[src/rtl/alu_seq_if.sv]
// alu_seq handshake bundle: operation request in, registered result out.
// master drives requests, slave (the ALU) returns result and status.
interface alu_seq_if #(
  parameter int WIDTH = 16
);
  logic             in_valid;
  logic             in_ready;
  logic [4:0]       opcode;
  logic [WIDTH-1:0] a;
  logic [WIDTH-1:0] b;
  logic [WIDTH-1:0] result;
  logic             out_valid;
  logic [4:0]       flags;
  logic             busy;

  modport master (
    output in_valid,
    output opcode,
    output a,
    output b,
    input  in_ready,
    input  result,
    input  out_valid,
    input  flags,
    input  busy
  );

  modport slave (
    input  in_valid,
    input  opcode,
    input  a,
    input  b,
    output in_ready,
    output result,
    output out_valid,
    output flags,
    output busy
  );
endinterface

[src/rtl/alu_seq.sv]
// Registered handshaked ALU with stored status flags {C,L,F,Z,N}.
// Single-cycle ops complete in one edge; MUL is a shift-add loop.
module alu_seq #(
  parameter int WIDTH = 16,
  parameter int SHW   = $clog2(WIDTH) + 1
) (
  input  logic     clk,
  input  logic     rst_n,
  alu_seq_if.slave s
);

  localparam int M  = WIDTH - 1;
  localparam int CW = $clog2(WIDTH + 1);
  localparam logic [WIDTH-1:0] W_L = WIDTH'(WIDTH);
  localparam logic [CW-1:0]    C_W = CW'(WIDTH);
  localparam logic [CW-1:0]    C_1 = CW'(1);

  typedef enum logic [1:0] {
    IDLE,
    MUL_RUN,
    MUL_DONE
  } state_t;

  state_t           r_state;
  state_t           w_next;
  logic             r_up;
  logic [CW-1:0]    r_cnt;
  logic [WIDTH-1:0] r_mcand;
  logic [WIDTH-1:0] r_mplier;
  logic [WIDTH-1:0] r_acc;
  logic [WIDTH-1:0] r_res;
  logic [4:0]       r_flags;
  logic             r_ov;

  logic w_rdy;
  logic w_busy;
  logic w_acc;

  logic w_add;
  logic w_addu;
  logic w_addc;
  logic w_addcu;
  logic w_sub;
  logic w_cmp;
  logic w_and;
  logic w_or;
  logic w_xor;
  logic w_not;
  logic w_lsh;
  logic w_rsh;
  logic w_arsh;
  logic w_mul;

  logic             w_cin;
  logic [WIDTH:0]   w_sum;
  logic [WIDTH-1:0] w_diff;
  logic             w_aovf;
  logic             w_sovf;
  logic             w_big;
  logic [SHW-1:0]   w_sh;
  logic [WIDTH-1:0] w_lsv;
  logic [WIDTH-1:0] w_rsv;
  logic [WIDTH-1:0] w_asv;
  logic [WIDTH-1:0] w_res;
  logic [4:0]       w_flg;

  assign w_add   = s.opcode == 5'b00101;
  assign w_addu  = s.opcode == 5'b00110;
  assign w_addc  = s.opcode == 5'b00111;
  assign w_addcu = s.opcode == 5'b01111;
  assign w_sub   = s.opcode == 5'b01001;
  assign w_cmp   = s.opcode == 5'b01011;
  assign w_and   = s.opcode == 5'b00001;
  assign w_or    = s.opcode == 5'b00010;
  assign w_xor   = s.opcode == 5'b00011;
  assign w_not   = s.opcode == 5'b00100;
  assign w_lsh   = s.opcode == 5'b01100;
  assign w_rsh   = s.opcode == 5'b10011;
  assign w_arsh  = s.opcode == 5'b10111;
  assign w_mul   = s.opcode == 5'b01110;

  // Ready only once out of reset and while no multiply is in flight.
  assign w_rdy  = r_up && (r_state == IDLE);
  assign w_busy = r_state != IDLE;
  assign w_acc  = s.in_valid && w_rdy;

  assign s.in_ready  = w_rdy;
  assign s.busy      = w_busy;
  assign s.result    = r_res;
  assign s.flags     = r_flags;
  assign s.out_valid = r_ov;

  assign w_cin  = (w_addc | w_addcu) & r_flags[4];
  assign w_sum  = {1'b0, s.a} + {1'b0, s.b}
                + {{WIDTH{1'b0}}, w_cin};
  assign w_diff = s.a - s.b;
  assign w_aovf = (s.a[M] == s.b[M])
               && (w_sum[M] != s.a[M]);
  assign w_sovf = ((s.a[M] ^ s.b[M])
               & (s.a[M] ^ w_diff[M]));

  // Shift counts use all of b; anything past WIDTH saturates.
  assign w_big = s.b >= W_L;
  assign w_sh  = s.b[SHW-1:0];
  assign w_lsv = w_big ? '0 : (s.a << w_sh);
  assign w_rsv = w_big ? '0 : (s.a >> w_sh);
  assign w_asv = w_big ? {WIDTH{s.a[M]}}
               : WIDTH'($signed(s.a) >>> w_sh);

  // Single-cycle result and next flags from inputs and stored flags.
  always_comb begin
    w_res = '0;
    w_flg = r_flags;
    unique case (1'b1)
      w_add, w_addc: begin
        w_res = w_sum[M:0];
        w_flg = {w_sum[WIDTH], 1'b0, w_aovf,
                 ~|w_sum[M:0], w_sum[M]};
      end
      w_addu, w_addcu: w_res = w_sum[M:0];
      w_sub: begin
        w_res = w_diff;
        w_flg = {2'b00, w_sovf, ~|w_diff, w_diff[M]};
      end
      w_cmp: begin
        w_res = '0;
        w_flg = {1'b0, s.a < s.b, 1'b0, s.a == s.b,
                 $signed(s.a) < $signed(s.b)};
      end
      w_and:  w_res = s.a & s.b;
      w_or:   w_res = s.a | s.b;
      w_xor:  w_res = s.a ^ s.b;
      w_not:  w_res = ~s.a;
      w_lsh:  w_res = w_lsv;
      w_rsh:  w_res = w_rsv;
      w_arsh: w_res = w_asv;
      default: w_res = '0;
    endcase
  end

  // in_ready comes up on the first edge after reset release.
  always_ff @(posedge clk or negedge rst_n) begin
    if (!rst_n) r_up <= 1'b0;
    else        r_up <= 1'b1;
  end

  // FSM state register.
  always_ff @(posedge clk or negedge rst_n) begin
    if (!rst_n) r_state <= IDLE;
    else        r_state <= w_next;
  end

  // FSM next state: MUL runs WIDTH steps then one completion cycle.
  always_comb begin
    w_next = r_state;
    unique case (r_state)
      IDLE:     if (w_acc && w_mul) w_next = MUL_RUN;
      MUL_RUN:  if (r_cnt == C_1) w_next = MUL_DONE;
      MUL_DONE: w_next = IDLE;
      default:  w_next = IDLE;
    endcase
  end

  // Shift-add multiplier: one partial product per cycle.
  always_ff @(posedge clk or negedge rst_n) begin
    if (!rst_n) begin
      r_cnt    <= '0;
      r_mcand  <= '0;
      r_mplier <= '0;
      r_acc    <= '0;
    end else if (w_acc && w_mul) begin
      r_cnt    <= C_W;
      r_mcand  <= s.a;
      r_mplier <= s.b;
      r_acc    <= '0;
    end else if (r_state == MUL_RUN) begin
      if (r_mplier[0]) r_acc <= r_acc + r_mcand;
      r_mcand  <= r_mcand << 1;
      r_mplier <= r_mplier >> 1;
      r_cnt    <= r_cnt - C_1;
    end
  end

  // Output result, flags and completion pulse.
  always_ff @(posedge clk or negedge rst_n) begin
    if (!rst_n) begin
      r_res   <= '0;
      r_flags <= '0;
      r_ov    <= 1'b0;
    end else begin
      r_ov <= 1'b0;
      if (w_acc && !w_mul) begin
        r_res   <= w_res;
        r_flags <= w_flg;
        r_ov    <= 1'b1;
      end else if (r_state == MUL_DONE) begin
        r_res <= r_acc;
        r_ov  <= 1'b1;
      end
    end
  end

endmodule

[src/flat_wrapper.sv]
// flat-port wrapper written by rule: the top's interface ports become plain ports
module alu_seq_flat 
#(
  parameter int WIDTH = 16,
  parameter int SHW   = $clog2(WIDTH) + 1
)
  (clk, rst_n, s_in_valid, s_opcode, s_a, s_b, s_in_ready, s_result, s_out_valid, s_flags, s_busy);
  alu_seq_if #(.WIDTH(WIDTH)) s_i ();
  input  logic clk;
  input  logic rst_n;
  input wire logic [$bits(s_i.in_valid)-1:0] s_in_valid;
  input wire logic [$bits(s_i.opcode)-1:0] s_opcode;
  input wire logic [$bits(s_i.a)-1:0] s_a;
  input wire logic [$bits(s_i.b)-1:0] s_b;
  output wire logic [$bits(s_i.in_ready)-1:0] s_in_ready;
  output wire logic [$bits(s_i.result)-1:0] s_result;
  output wire logic [$bits(s_i.out_valid)-1:0] s_out_valid;
  output wire logic [$bits(s_i.flags)-1:0] s_flags;
  output wire logic [$bits(s_i.busy)-1:0] s_busy;
  assign s_i.in_valid = s_in_valid;
  assign s_i.opcode = s_opcode;
  assign s_i.a = s_a;
  assign s_i.b = s_b;
  assign s_in_ready = s_i.in_ready;
  assign s_result = s_i.result;
  assign s_out_valid = s_i.out_valid;
  assign s_flags = s_i.flags;
  assign s_busy = s_i.busy;
  alu_seq #(.WIDTH(WIDTH), .SHW(SHW)) u_core (.clk(clk), .rst_n(rst_n), .s(s_i));
endmodule
[config.mk]
export PLATFORM = sky130hd
export DESIGN_NAME = alu_seq_flat
export DESIGN_NICKNAME = d
export VERILOG_FILES = /design/src/rtl/alu_seq_if.sv /design/src/rtl/alu_seq.sv /design/src/flat_wrapper.sv
export SDC_FILE = /design/constraint.sdc
export NUM_CORES = 1
export LEC_CHECK = 0
export CAP_MARGIN = 20
export CORE_MARGIN = 1.5
export CORE_UTILIZATION = 41
export DETAILED_ROUTE_END_ITERATION = 10
export PLACE_DENSITY = 0.64
export SLEW_MARGIN = 20
export SYNTH_ARGS = -nofsm -noshare
export SYNTH_HDL_FRONTEND = slang
export SYNTH_SLANG_ARGS = --single-unit
[constraint.sdc]
create_clock -name clk -period 4.8 [get_ports clk]
set_input_delay 0.48 -clock clk [delete_from_list [all_inputs] [get_ports clk]]
set_output_delay 0.48 -clock clk [all_outputs]
set_load 0.03 [all_outputs]
== After elaboration in Yosys (flattened, before gate mapping) ==
Index checks and enable logic that the tools add are counted.
Word-level totals
  bits in registers: 78
  input bits: 40
  output and inout port bits: 24
  logic and storage cells: 93
Cells by class
  add/sub/neg operators: 5
  magnitude comparators: 3
  eq/ne operators: 22
  shifts and indexed selects: 3
  muxes and demuxes: 21
  bitwise logic cells: 9
  reduce and logical (&&, ||, !) cells: 21
Operator list (count)
  $mux 16: 12
  $pmux 16 s9: 1
  $lt 16x16->1: 2
  $reduce_or 16->1: 2
  $eq 5x4->1 const B: 5
  $eq 5x3->1 const B: 4
  $add 16x16->17: 1
  $add 17x1->17: 1
  $add 16x16->16: 1
  $and 16x16->16: 1
  $eq 16x16->1: 1
  $ge 16x5->1 const B: 1
  $not 16->16: 1
  $or 16x16->16: 1
  $shl 16x5->16: 1
  $shr 16x5->16: 1
  $sshr 16x5->16: 1
  $sub 16x16->16: 1
  $xor 16x16->16: 1
  $pmux 5 s3: 1
  $eq 5x1->1 const B: 2
  $eq 5x2->1 const B: 2
  $eq 5x5->1 const B: 2
  $mux 5: 2
  other kinds (21): 36

== Logic depth before layout (Yosys ltp) ==
  depth in word-level cells: 7
  depth in mapped cells: 15
  mapped depth without buffers: 14

== Worst setup path before layout ==
No wires, ideal clock.
  path type: input-to-reg
  start: input s_b[2]
  end: register u_core.r_flags[1] (netlist: u_core.s.flags[1])
  setup time: 0.066 ns
  arrival: 3.731 ns
  data required time: 4.734 ns
  setup slack: 1.003 ns
  stages on the path: 14
  buffers on the path: 3
  cells stage by stage: clkbuf_1 -> clkinv_1 -> buf_1 -> ha_1 -> buf_6 -> nor2b_4 -> o21a_1 -> nor2_2 -> xnor2_1 -> or4_1 -> or4_1 -> or4_1 -> nor4b_2 -> a31o_1
On the way
  longest elaborated chain between the ends: 5
  elaborated cells between the ends (all ways): 9
  those cells by class: add/sub: 3; eq/ne: 1; mux: 1; reduce/logical: 4
RTL lines
  start, declared: line flat_wrapper.sv:14  | input wire logic [$bits(s_i.b)-1:0] s_b;
  $add 16x16->17: line alu_seq.sv:94  | assign w_sum = {1'b0, s.a} + {1'b0, s.b}
  $add 17x1->17: line alu_seq.sv:95  | + {{WIDTH{1'b0}}, w_cin};
  $reduce_or 16->1: line alu_seq.sv:118  | ~|w_sum[M:0], w_sum[M]};
  $logic_not 1->1: line alu_seq.sv:118
  $pmux 5 s3 (*): line alu_seq.sv:114  | unique case (1'b1)
  end signal, assigned: line alu_seq.sv:194  | r_flags <= w_flg;
  end, declared: line alu_seq.sv:32  | logic [4:0] r_flags;
Every way passes the cells marked *; elsewhere a longest branch is shown, timed or not.
A chain may end at the register's enable or synchronous reset.

== Worst setup path after layout ==
  start: input s_opcode[4]
  end: register u_core.r_flags[1] (netlist: u_core.s.flags[1])
On the way
  longest elaborated chain between the ends: 7
  elaborated cells between the ends (all ways): 17
  those cells by class: add/sub: 1; eq/ne: 6; mux: 1; bitwise: 2; reduce/logical: 7
RTL lines
  start, declared: line flat_wrapper.sv:12  | input wire logic [$bits(s_i.opcode)-1:0] s_opcode;
  $eq 5x3->1 or $eq 5x4->1 (tied branches): line alu_seq.sv:69, alu_seq.sv:70
  $or 1x1->1: line alu_seq.sv:93  | assign w_cin = (w_addc | w_addcu) & r_flags[4];
  $and 1x1->1: line alu_seq.sv:93
  $add 17x1->17: line alu_seq.sv:95
  $reduce_or 16->1: line alu_seq.sv:118
  $logic_not 1->1: line alu_seq.sv:118
  $pmux 5 s3: line alu_seq.sv:114
Several ways; a longest one is shown, not always the timed one.

==> flow_summary.yaml <==
clocking:
  numCtsBuffers: 9
  cts.htree.levels: 3
  postCtsSetupBuffers: 0
  cts_resized: 0
  clk_pin_slew_worst_paths_ns: 0.07
  cts_tree: "yes"
  clockBufferDepth: 2
  cts.sinks: 78
  holdBufCountCts: 0
  root_buffer: "clkbuf_16"
  worstSkewPairLatency_ns: 0.35
power:
  p_leak_nw: 4.03
  powerDensity_nw_per_um2: 291
  vdd_drop_max_uv: 187
yosys:
  avgSynthCellArea_um2: 7.76
  yosys.cell_types.count: 78
  synth_nets: 1173
  synth_top_cell_area_share_pct: 23.7
  syn_area_um2: 8250
  synthCells: 1063
  yosysWarnings: 0
  synthTopCellsByArea: "dfrtp_1, ha_1, nor2_1, nand2_1, a21oi_1"
  synthFlopType: "dfrtp_1"
  synthArstFlopShare_pct: 100
  synth_edf_count: 0
  ys_seq_area_share_pct: 23.7
  synth_common_cells: "nor2_1, nand2_1, dfrtp_1, a21oi_1, o21ai_0"
  synth-seq-cells: 78
  synth_most_common_cell: "nor2_1"
  synth_top_area_cell: "dfrtp_1"
route:
  drtPass1Iterations: 5
  drt_iter0_drc: 861
  wl_per_cell_um: 22.4
  vias_per_cell: 6.22
  route.detailed.drc: 0
  vias: 8569
  ant_nets: 0
  drt_wl_total_mm: 30.9
global_routing:
  first_global_vias: 7860
  grt_use_total_pct: 29.8
  grt_pass1_wl_mm: 46.7
  overflow: 0
  antenna_found_initial: 0
  grt_max_degree: 59
worst_setup_path:
  crit_slowest_cell: "or4_1"
  worstSetupPathType: "primary input to flop"
  cp_max_fo: 4
  worstSetupStartpointType: "primary input"
  cp_common_cell: "or4_1"
  path_buf_inv: 2
  worst-r2r-setup-slack_ns: 0.95
  critPathMaxStageDelay_ns: 0.53
  cp_top_family: "simple AND/OR/NAND/NOR gates"
  end_kind: "flop"
  crit_required_ns: 5.10
  crit_arrival_ns: 4.45
  path_cells: "clkdlybuf4s50_1 > nand2b_1 > nor2_1 > fa_1 > inv_1 > fa_1 > nor2b_4 > o21a_1 > nor2_2 > xnor2_1 > or4_1 > or4_1 > or4_1 > nor4b_2 > a31o_1"
place:
  portBuffers: 63
  place_area_um2: 9240
  hpwlAfterDp_mm: 23.2
  gp_congestion: 1.01
finish:
  n_antenna_cell: 0
  finish.net_count: 1218
  syn_to_final_growth_pct: 15.6
  n_fill_cell: 1973
  final_area_um2: 9530
  drive_above_1_share_pct: 8.63
run:
  cap_violations: 0
timing:
  drv_slew: 0
  slew_headroom_pct: 28.3
  rsz0062_at_grt: "false"
  clock-skew-final_ns: 0.0162
  finalWorstPathRequiredPeriod_ns: 4.15
  finalHoldViolCount: 0
  tns_ns: 0
  setup_viol: 0
  worst_slew_pin_slew_ns: 1.07
  fmax_ghz: 0.241
  period_share_pct: 86.4
floorplanning:
  fp.dieW_um: 145
  pin_count: 64
  die_y_um: 145
  core_area_um2: 19600
  die_area_um2: 21000
  rows: 51
  start_util_pct: 42.1
outcome:
  status: "completed"
min_path:
  min_path_type: "primary input to asynchronous set/reset pin"
flip-flops by register name (all words and copies together) (netlist names):
signal,count
u_core.r_up,1
u_core.s.result,16
u_core.s.out_valid,1
u_core.r_mcand,16
u_core.r_acc,16
u_core.r_mplier,16
u_core.s.flags,5
u_core.r_cnt,5
u_core.r_state,2
worst reg2reg max path, stage by stage (launching register included):
cell and delay, ns:
dfrtp_1 0.39, nand3_1 0.09, nor2_1 0.24, fa_1 0.27, inv_1 0.07, fa_1 0.47
nor2b_4 0.15, o21a_1 0.13, nor2_2 0.04, xnor2_1 0.13, or4_1 0.53, or4_1 0.43
or4_1 0.45, nor4b_2 0.23, a31o_1 0.17
cells in the final DEF (no fill, tap or decap), types with 12 or more instances in the layout:
cell type and n:
o21ai_0 69, nor2_1 121, a31oi_1 26, xor2_1 13, clkdlybuf4s50_1 61, mux2i_1 16, nand2_1 107, inv_1 52
mux4_2 13, a21oi_1 72, xnor2_1 28, o22ai_1 12, nor4_1 16, a221o_1 15, a211oi_1 20, nand3_1 34
nor3_1 31, dfrtp_1 78, buf_4 41, ha_1 66
cell families after synthesis:
logic type / Yosys count / synth area share, %
other: 1 / 0.0455
and+or+nand+nor: 382 / 21.8
AOI/OAI and AO/OA: 335 / 27.3
xor gates and xnor gates: 41 / 4.35
adders and majority gates: 70 / 11.0
DFF: 78 / 23.7
buffers and inverters: 123 / 5.80
muxes: 33 / 6.04
stage by stage:
stage	power [W]	utilization, %	setup slack [ns]	hold slack [ns]	std cells
final	0.00277	48.7	0.653	0.00833	1378
after global routing	0.00294	48.7	0.443	0.0119	1378
after CTS	0.00278	48.7	0.683	0.00835	1378
after detailed placement	0.00206	47.1	0.343	0.382	1362
after global placement	0.00205	47.1	0.346	0.379	1362
after floorplan	0.00166	-	1.00	0.184	1063
area by class of cell:
cell class	count	area (µm²)	share of cell area [%]
Clock inverter	7	72.6	0.761
Multi-Input combinational cell	862	5830	61.1
Tap cell	265	332	3.48
Clock buffer	9	225	2.36
Sequential cell	78	1950	20.5
Timing Repair Buffer	103	923	9.69
Inverter	54	203	2.13
power by group:
part | internal [W] | total (W) | leakage (nW) | switching, W
clock | 0.000404 | 0.000707 | 0.142 | 0.000303
combinational | 0.000483 | 0.00118 | 2.92 | 0.000699
sequential | 0.000787 | 0.000885 | 0.971 | 0.0000976
total | 0.00167 | 0.00277 | 4.03 | 0.00110
per-layer routing:
layer  part of all wire (%)  up-vias  global-route usage (%)
li1                       -     4000                       -
met1                     44     4085                    41.2
met2                     43      417                    44.8
met3                    9.3       67                    6.52
met4                    4.0        0                    12.3
met5                      0        -                       0
final timing paths:
path / startpoint / end / cells after the start
max: s_opcode[4] / u_core.s.flags[1] / 15
max in group asynchronous: rst_n / u_core.s.flags[3] / 2
min in group clk: u_core.s.result[5] / u_core.s.result[5] / 2
min: rst_n / u_core.r_acc[2] / 1
max reg2reg: u_core.s.flags[4] / u_core.s.flags[1] / 14
min reg2reg: u_core.s.result[5] / u_core.s.result[5] / 2
No activity file was read; power rests on OpenSTA's default activity.
